===== config.mk =====
export PLATFORM = sky130hd
export DESIGN_NAME = xoodyak_op_sequencer
export DESIGN_NICKNAME = d
export VERILOG_FILES = /design/src/rtl/xoodyak_pkg.sv /design/src/rtl/xoodyak_cmd_fifo.sv /design/src/rtl/xoodyak_op_sequencer.sv
export SDC_FILE = /design/constraint.sdc
export NUM_CORES = 2
export LEC_CHECK = 0
export ABC_AREA = 1
export CELL_PAD_IN_SITES_DETAIL_PLACEMENT = 1
export CELL_PAD_IN_SITES_GLOBAL_PLACEMENT = 1
export CORE_UTILIZATION = 27
export CTS_CLUSTER_DIAMETER = 150
export DETAILED_ROUTE_END_ITERATION = 8
export PLACE_DENSITY = 0.61
export SKIP_LAST_GASP = 1
export SLEW_MARGIN = 15
export SYNTH_ARGS = -nofsm -noshare
export SYNTH_HDL_FRONTEND = slang
export SYNTH_SLANG_ARGS = --single-unit

===== constraint.sdc =====
create_clock -name eph1 -period 16.87 [get_ports eph1]
set_input_delay 1.687 -clock eph1 [delete_from_list [all_inputs] [get_ports eph1]]
set_output_delay 1.687 -clock eph1 [all_outputs]
set_load 0.01 [all_outputs]

===== src/rtl/xoodyak_pkg.sv =====
// Shared opmode/state types for the Xoodyak command sequencer.
// op_has_output flags ops whose textout is returned to the host.
package xoodyak_pkg;

  typedef enum logic [2:0] {
    OP_IDLE    = 3'd0,
    OP_INIT    = 3'd1,
    OP_NONCE   = 3'd2,
    OP_ASSOC   = 3'd3,
    OP_CRYPT   = 3'd4,
    OP_DECRYPT = 3'd5,
    OP_SQUEEZE = 3'd6,
    OP_RATCHET = 3'd7
  } op_e;

  localparam int OP_CONT_BIT = 5;

  typedef enum logic [2:0] {
    ST_IDLE,
    ST_ISSUE,
    ST_WAIT,
    ST_RESULT,
    ST_FLUSH
  } state_e;

  function automatic logic op_has_output(input logic [5:0] op);
    return (op[2:0] == OP_CRYPT) ||
           (op[2:0] == OP_DECRYPT) ||
           (op[2:0] == OP_SQUEEZE);
  endfunction

endpackage


===== src/rtl/xoodyak_cmd_fifo.sv =====
// Register-based command FIFO with push/pop/flush and occupancy count.
// Storage has no reset; only pointers and count are cleared.
module xoodyak_cmd_fifo #(
  parameter int DEPTH = 8,
  parameter int W     = 358,
  parameter int CNT_W = $clog2(DEPTH + 1)
) (
  input  logic             clk_i,
  input  logic             rst_i,
  input  logic             push_i,
  input  logic             pop_i,
  input  logic             flush_i,
  input  logic [W-1:0]     wdata_i,
  output logic [W-1:0]     rdata_o,
  output logic [CNT_W-1:0] count_o
);

  localparam int PW = (DEPTH > 1) ? $clog2(DEPTH) : 1;

  logic [W-1:0]     mem_q [DEPTH];
  logic [PW-1:0]    wr_q;
  logic [PW-1:0]    rd_q;
  logic [CNT_W-1:0] cnt_q;

  always_ff @(posedge clk_i) begin
    if (push_i) mem_q[wr_q] <= wdata_i;
  end

  // Power-of-two depth lets the pointers wrap by plain overflow.
  always_ff @(posedge clk_i or posedge rst_i) begin
    if (rst_i) begin
      wr_q  <= '0;
      rd_q  <= '0;
      cnt_q <= '0;
    end else if (flush_i) begin
      wr_q  <= '0;
      rd_q  <= '0;
      cnt_q <= '0;
    end else begin
      if (push_i) wr_q <= wr_q + 1'b1;
      if (pop_i)  rd_q <= rd_q + 1'b1;
      case ({push_i, pop_i})
        2'b10:   cnt_q <= cnt_q + 1'b1;
        2'b01:   cnt_q <= cnt_q - 1'b1;
        default: cnt_q <= cnt_q;
      endcase
    end
  end

  assign rdata_o = mem_q[rd_q];
  assign count_o = cnt_q;

endmodule


===== src/rtl/xoodyak_op_sequencer.sv =====
// Issues queued opmode/data commands to the Xoodyak core one at a time,
// waits for finished with a timeout, and returns output text to the host.
module xoodyak_op_sequencer
  import xoodyak_pkg::*;
#(
  parameter int DATA_W  = 352,
  parameter int TEXT_W  = 192,
  parameter int DEPTH   = 8,
  parameter int TIMEOUT = 1024,
  parameter int CNT_W   = $clog2(DEPTH + 1)
) (
  input  logic              eph1,
  input  logic              reset,
  input  logic              cmd_valid,
  output logic              cmd_ready,
  input  logic [5:0]        cmd_opmode,
  input  logic [DATA_W-1:0] cmd_data,
  output logic              core_start,
  output logic [5:0]        core_opmode,
  output logic [DATA_W-1:0] core_data,
  input  logic              core_finished,
  input  logic [TEXT_W-1:0] core_textout,
  output logic              res_valid,
  input  logic              res_ready,
  output logic [TEXT_W-1:0] res_data,
  output logic [5:0]        res_opmode,
  output logic              busy,
  output logic [CNT_W-1:0]  q_count,
  output logic [1:0]        err,
  input  logic              err_clr
);

  localparam int FW = 6 + DATA_W;
  localparam int TW = (TIMEOUT > 1) ? $clog2(TIMEOUT) : 1;

  state_e            state_q;
  logic              core_start_q;
  logic [5:0]        core_opmode_q;
  logic [DATA_W-1:0] core_data_q;
  logic              res_valid_q;
  logic [TEXT_W-1:0] res_data_q;
  logic [5:0]        res_opmode_q;
  logic [TW-1:0]     tmo_q;
  logic [1:0]        err_q;
  logic [1:0]        err_d;

  logic [FW-1:0]     head;
  logic [5:0]        head_op;
  logic [DATA_W-1:0] head_data;
  logic              push;
  logic              pop;
  logic              flush;
  logic              tmo_hit;

  assign head_op   = head[FW-1:DATA_W];
  assign head_data = head[DATA_W-1:0];

  assign cmd_ready = (q_count < CNT_W'(DEPTH)) &&
                     (state_q != ST_FLUSH);
  assign push  = cmd_valid && cmd_ready;
  assign pop   = (state_q == ST_IDLE) && (q_count != '0);
  assign flush = (state_q == ST_FLUSH);

  assign tmo_hit = (TIMEOUT != 0) &&
                   (tmo_q == TW'(TIMEOUT - 1));

  // A finish arriving with the timeout takes priority over the error.
  assign err_d = (err_q & ~{2{err_clr}}) |
                 {core_finished && (state_q != ST_WAIT),
                  (state_q == ST_WAIT) && !core_finished && tmo_hit};

  xoodyak_cmd_fifo #(
    .DEPTH (DEPTH),
    .W     (FW),
    .CNT_W (CNT_W)
  ) u_fifo (
    .clk_i   (eph1),
    .rst_i   (reset),
    .push_i  (push),
    .pop_i   (pop),
    .flush_i (flush),
    .wdata_i ({cmd_opmode, cmd_data}),
    .rdata_o (head),
    .count_o (q_count)
  );

  always_ff @(posedge eph1 or posedge reset) begin
    if (reset) begin
      state_q       <= ST_IDLE;
      core_start_q  <= 1'b0;
      core_opmode_q <= '0;
      core_data_q   <= '0;
      res_valid_q   <= 1'b0;
      res_data_q    <= '0;
      res_opmode_q  <= '0;
      tmo_q         <= '0;
      err_q         <= '0;
    end else begin
      core_start_q <= 1'b0;
      err_q        <= err_d;
      unique case (state_q)
        ST_IDLE: begin
          if (pop && (head_op[2:0] != OP_IDLE)) begin
            core_opmode_q <= head_op;
            core_data_q   <= head_data;
            state_q       <= ST_ISSUE;
          end
        end
        ST_ISSUE: begin
          core_start_q <= 1'b1;
          tmo_q        <= '0;
          state_q      <= ST_WAIT;
        end
        ST_WAIT: begin
          if (core_finished) begin
            if (op_has_output(core_opmode_q)) begin
              res_valid_q  <= 1'b1;
              res_data_q   <= core_textout;
              res_opmode_q <= core_opmode_q;
              state_q      <= ST_RESULT;
            end else begin
              state_q <= ST_IDLE;
            end
          end else if (tmo_hit) begin
            state_q <= ST_FLUSH;
          end else begin
            tmo_q <= tmo_q + 1'b1;
          end
        end
        ST_RESULT: begin
          if (res_ready) begin
            res_valid_q <= 1'b0;
            state_q     <= ST_IDLE;
          end
        end
        ST_FLUSH: begin
          core_opmode_q <= '0;
          state_q       <= ST_IDLE;
        end
        default: state_q <= ST_IDLE;
      endcase
    end
  end

  assign core_start  = core_start_q;
  assign core_opmode = core_opmode_q;
  assign core_data   = core_data_q;
  assign res_valid   = res_valid_q;
  assign res_data    = res_data_q;
  assign res_opmode  = res_opmode_q;
  assign err         = err_q;
  assign busy        = (state_q != ST_IDLE) || (q_count != '0);

endmodule


== Word-level counts from Yosys, hierarchy flattened ==
Memories as Yosys holds them, arrays and structs flattened.
Cells that the tools add are included.
Storage, ports and cells
  memory bits (read-only): 0
  latch bits: 0
  RAM bits: 2864
  memories kept: 1
  bits in registers: 583
  word-level logic and storage cells: 92
  output and inout bits: 566
Memories
  u_fifo.mem_q: words 8, bits a word 358, read ports 1, clocked after Yosys merged registers in 0, write ports 1, line xoodyak_cmd_fifo.sv:20  | logic [W-1:0] mem_q [DEPTH];
Operators by class
  div/mod/pow operators: 0
  order comparisons: 1
  reduce and logical (&&, ||, !) cells: 27
  bitwise logic cells: 3
  shifts and indexed selects: 0
  $mul: 0
  $add $sub $neg: 5
  muxes and demuxes: 24
  equality and inequality tests: 19
Operators by type and width (count)
  $mux W3: 8
  $mux W10: 2
  $pmux W10 S2: 1
  $eq A3 B3 Y1 const B: 4
  $pmux W3 S4: 1
  $pmux W6 S2: 1
  $add A10 B1 Y10 const B: 1
  $eq A10 B10 Y1 const B: 1
  $reduce_bool A2 Y1: 5
  $reduce_and A3 Y1: 3
  $reduce_bool A3 Y1: 3
  $ne A2 B2 Y1 const B: 4
  $pmux W4 S2: 1
  $logic_and A1 B1 Y1: 7
  $add A3 B1 Y3 const B: 2
  $eq A3 B2 Y1 const B: 2
  $mux W1: 6
  $mux W6: 1
  $ne A3 B3 Y1 const B: 2
  $add A4 B1 Y4 const B: 1
  $lt A4 B4 Y1 const B: 1
  $mux W4: 1
  $ne A2 B1 Y1 const B: 2
  $reduce_and A2 Y1: 2
  other kinds (15): 17

== Depth between registers and ports, before layout ==
  word-level depth: 6
  mapped depth: 15
  mapped depth without buffers: 14

== Modules after synthesis ==
Synthesis repeated with hierarchy kept, for this count alone.
Second synthesis, totals
  cells, all modules: 11359
  area total of the unflattened synthesis: 134277.5 um^2
By module, submodules not included
  xoodyak_cmd_fifo: cells an instance 8883, area each 112090.0 um^2, times used 1, sequential area each 86252.7 um^2
  xoodyak_op_sequencer: cells an instance 2476, area each 22187.5 um^2, times used 1, sequential area each 14338.8 um^2

== Worst setup path before layout ==
Ideal clock, no wire load.
  path kind: input to register
  start point: in cmd_valid
  end point: mem u_fifo.mem_q[0][0], enable pin
  setup slack: -1116 ps
  buffers on the path: 0
  arrival: 16900 ps
  cell stages on the path: 4
  cells stage by stage: nand3_1 > inv_1 > nand2_1 > nor2_1
On the way
  longest elaborated chain between the ends: 3
Ends and longest elaborated chain
  from (decl): line xoodyak_op_sequencer.sv:14  | input logic cmd_valid,
  $logic_and A1 B1 Y1: line xoodyak_op_sequencer.sv:60  | assign push = cmd_valid && cmd_ready;
  $mux W1: line xoodyak_cmd_fifo.sv:26  | if (push_i) mem_q[wr_q] <= wdata_i;
  $mux W1 (implied by the code): line xoodyak_cmd_fifo.sv:26
  to (decl): line xoodyak_cmd_fifo.sv:20
Every way passes these cells.

== Final worst setup path ==
  start point: reg u_fifo.rd_q[0]
  end point: reg core_data_q[259], in the netlist core_data[259]
On the way
  longest elaborated chain between the ends: 4
Ends and longest elaborated chain
  from (decl): line xoodyak_cmd_fifo.sv:22  | logic [PW-1:0] rd_q;
  from (signal assigned): line xoodyak_cmd_fifo.sv:41  | if (pop_i) rd_q <= rd_q + 1'b1;
  $mem_v2 Z8 W358 (*)
  $reduce_bool A3 Y1: line xoodyak_op_sequencer.sv:103  | if (pop && (head_op[2:0] != OP_IDLE)) begin
  $logic_and A1 B1 Y1: line xoodyak_op_sequencer.sv:103
  $reduce_and A2 Y1 (no line)
  to (signal assigned): line xoodyak_op_sequencer.sv:105  | core_data_q <= head_data;
  to (decl): line xoodyak_op_sequencer.sv:39  | logic [DATA_W-1:0] core_data_q;
Mark *: on every way between the ends. The rest lies on a longest branch, timed or not.
A chain may end at the register's enable or synchronous reset.

==> results by group <==
Status
  – Status: complete, no violations

Pwr
  – Maximum VDD drop: 134.6 µV
  – Leakage power: 56.22 nW
  – Power Density: 189.4 nW/µm²

Final layout
  – Layout cells sized above 1: 8.449%
  – Fill cells: 51.39k
  – Finished Layout Cells: 17.49k
  – Area occupied by multi-input gates: 28150 µm²
  – Nets: 11.22k
  – Syn-to-layout area delta: 23.43%
  – Reg area: 100600 µm²

Placed design
  – Port bufs: 1121
  – GP Congestion: 0.7750
  – # placed instances: 16.72k
  – Final HPWL from detailed placement: 261300 µm

Setup path
  – Critical path cell sequence: buf_4, buf_12, buf_4, buf_12, buf_4, buf_4, buf_4, o21ai_0, o22ai_1, a22o_1, nand2_1, nand2_1
  – CP Capture Type: register
  – Max incr delay on CP: 0.88 ns
  – Crit Path Category: reg -> reg
  – Critical path's top delay family: buffers and inverters
  – R2R Setup Slk: 9.44 ns
  – WP data required: 17.77 ns
  – CP Max Fanout: 191
  – CP Launch Type: register
  – Most used cell, CP: buf_4
  – CP bufs+invs: 7
  – Worst path slowest cell: dfrtp_4
  – Worst EP arrival: 8.34 ns

Global route
  – Largest net degree at the start of global routing: 192
  – Initial antenna violation count: 138
  – Aggregate global-route resource usage: 16.96%
  – Grt ovf: 0
  – Global-route wire length before repair: 622000 µm
  – Number of global-route vias before repair: 86.46k

Clock network
  – Buffer count from post-CTS setup fixing: 0
  – Clock sink count: 3447
  – H-tree Lvls: 5
  – Clock slew at reported path FFs: 0.06 ns
  – Clock tree from TritonCTS: built
  – CTS-repair resized insts: 0
  – Cts hold-fix bufs: 0
  – Later-pin clock latency in the skew report: 1.00 ns
  – Clock root cell: clkbuf_16
  – CTS Buffer Depth: 4
  – Num CTS Buffers: 381

Floorplanning
  – Die Height: 700.4 µm
  – DIE AREA: 490600 µm²
  – FP Rows: 256
  – Core ar.: 485900 µm²
  – Initial core utilization: 27.11%
  – Die Span X: 700.4 µm
  – I/O pins: 1122

Routing
  – Average routed wire per standard cell: 24.69 µm
  – Vias/cell: 4.805
  – # DRC: 0
  – DR vias: 84.03k
  – Starting DRT DRC Count: 6075
  – Total Wirelength: 431800 µm
  – Routed Antenna Nets: 0
  – DRT Pass-1 Iters: 7

Logic synthesis
  – Post-Syn Area: 131700 µm²
  – Synth Instances: 9670
  – Sequential area share after synthesis: 76.37%
  – Number of flops mapped to enable cells by yosys: 2864
  – Ys flop type: edfxtp_1
  – Net count after synthesis: 10.23k
  – Yosys Warn Count: 0
  – Yosys reg bits: 3447
  – Async S/R FF share, synth: 16.91%
  – Mean Syn Cell Area: 13.62 µm²
  – Post-synthesis cell type count: 36

Timing
  – Final setup viols: 0
  – Max Freq: 134.5 MHz
  – RSZ-0062 raised after global routing: no
  – Period utilization: 44.06%
  – Final Hold Viols: 0
  – Min cycle time layout: 7.432 ns
  – Hold_ws: 0.4608 ns
  – Setup Skew: 0.1333 ns
  – Slew HR: 17.65%
  – Slew Limit Fails: 0
  – Slew @ Worst Pin: 1.235 ns

Worst hold path
  – Type of the worst min-delay path: reg -> reg

Flow run
  – MaxCap Viol Count: 0
placed cells by master (no fill, tap or decap), drive strengths merged, types with 53 or more instances in the layout:
cell | netlist | final
edfxtp | 2864 | 2864
nand2 | 1678 | 1678
clkdlybuf4s50 | 0 | 1121
o21ai | 1014 | 1014
nor2 | 989 | 989
dfrtp | 583 | 583
clkbuf | 410 | 500
o22ai | 415 | 415
nand3 | 411 | 411
a21oi | 231 | 231
mux2 | 195 | 195
clkinv | 0 | 159
buf | 262 | 153
a32o | 133 | 133
a31oi | 125 | 125
a22o | 125 | 125
mux2i | 114 | 114
inv | 52 | 59
diode | 0 | 53
Yosys cell counts, types with 5 or more instances:
master | number | share of area [%]
edfxtp_1 | 2864 | 65
nand2_1 | 1677 | 4.8
o21ai_0 | 1003 | 3.8
nor2_1 | 989 | 2.8
dfrtp_1 | 583 | 11
o22ai_1 | 415 | 2.0
clkbuf_1 | 410 | 1.2
nand3_1 | 410 | 1.6
a21oi_1 | 231 | 0.88
mux2_2 | 195 | 1.7
buf_2 | 182 | 0.69
a32o_1 | 133 | 1.0
a22o_1 | 125 | 0.83
a31oi_1 | 125 | 0.59
mux2i_1 | 114 | 0.87
inv_1 | 50 | 0.14
buf_1 | 47 | 0.13
o221ai_1 | 40 | 0.27
buf_4 | 30 | 0.17
o21ai_1 | 11 | 0.042
ha_1 | 5 | 0.047
nand4_1 | 5 | 0.024
nor3_1 | 5 | 0.019
worst reg2reg max path: cells and delay by family, from the launching register on:
family                 cells  cell delay [ns]
AOI/OAI and AO/OA          3             0.70
buffers and inverters      7             5.68
DFF                        1             0.88
and+or+nand+nor            2             0.13
flip-flops by register name, summed over array words and instances (netlist names), 4 cells and up:
| name | flops |
|---|---|
| u_fifo.mem_q | 2864 |
| res_opmode | 6 |
| res_data | 192 |
| u_fifo.count_o | 4 |
| core_opmode | 6 |
| tmo_q | 10 |
| core_data | 352 |
area by class of cell:
| cell class | instances | area share (%) |
|---|---|---|
| diodes | 53 | 0.08158 |
| clock buffers | 500 | 6.413 |
| clock inverters | 212 | 1.415 |
| inverters | 52 | 0.1362 |
| multi-input cells | 5499 | 17.31 |
| flip-flops and latches | 3447 | 61.88 |
| well taps | 6450 | 4.964 |
| repair buffers | 1274 | 7.793 |
path summary, 6_finish.rpt:
kind | cells past startpoint | to | from
max | 12 | core_data[259] | u_fifo.rd_q[0]
min | 2 | res_opmode[2] | res_opmode[2]
max reg2reg | 12 | core_data[259] | u_fifo.rd_q[0]
min reg2reg | 2 | res_opmode[2] | res_opmode[2]
max in group asynchronous | 6 | core_data[244] | reset
min in group asynchronous | 3 | res_data[167] | reset
per-stage QoR:
step	setup slack [ns]	util [%]	instance area, µm²	power [W]	TNS (ns)
after global placement	9.671	30.81	149700	0.02257	0
after CTS	9.542	33.43	162400	0.03129	0
final	9.438	33.46	162600	0.03080	0
after global routing	8.973	33.44	162500	0.03248	0
after floorplan	-1.116	-	131700	0.01817	-3179.77
after detailed placement	9.542	30.81	149700	0.02271	0
logic make-up after synthesis:
kind of cell / after synthesis / share of synthesized area (%)
xor gates and xnor gates: 4 / 0.02660
and+or+nand+nor: 3092 / 9.240
buffers and inverters: 724 / 2.339
muxes: 309 / 2.534
adders and majority gates: 5 / 0.04750
DFF: 3447 / 76.37
AOI/OAI and AO/OA: 2089 / 9.440
routing by layer:
metal / GRT usage [%] / vias to the layer above / part of all wire (%)
li1: - / 37628 / -
met2: 29.31 / 1872 / 49
met1: 21.50 / 43738 / 42
met5: 0 / - / 0.13
met4: 5.017 / 80 / 3.0
met3: 3.257 / 713 / 5.2
power by group:
group / switching [W] / internal (W)
registers: 0.000806 / 0.0108
logic: 0.00708 / 0.00367
clock network: 0.00356 / 0.00488
Note: power is estimated with default switching activity, not from simulation.
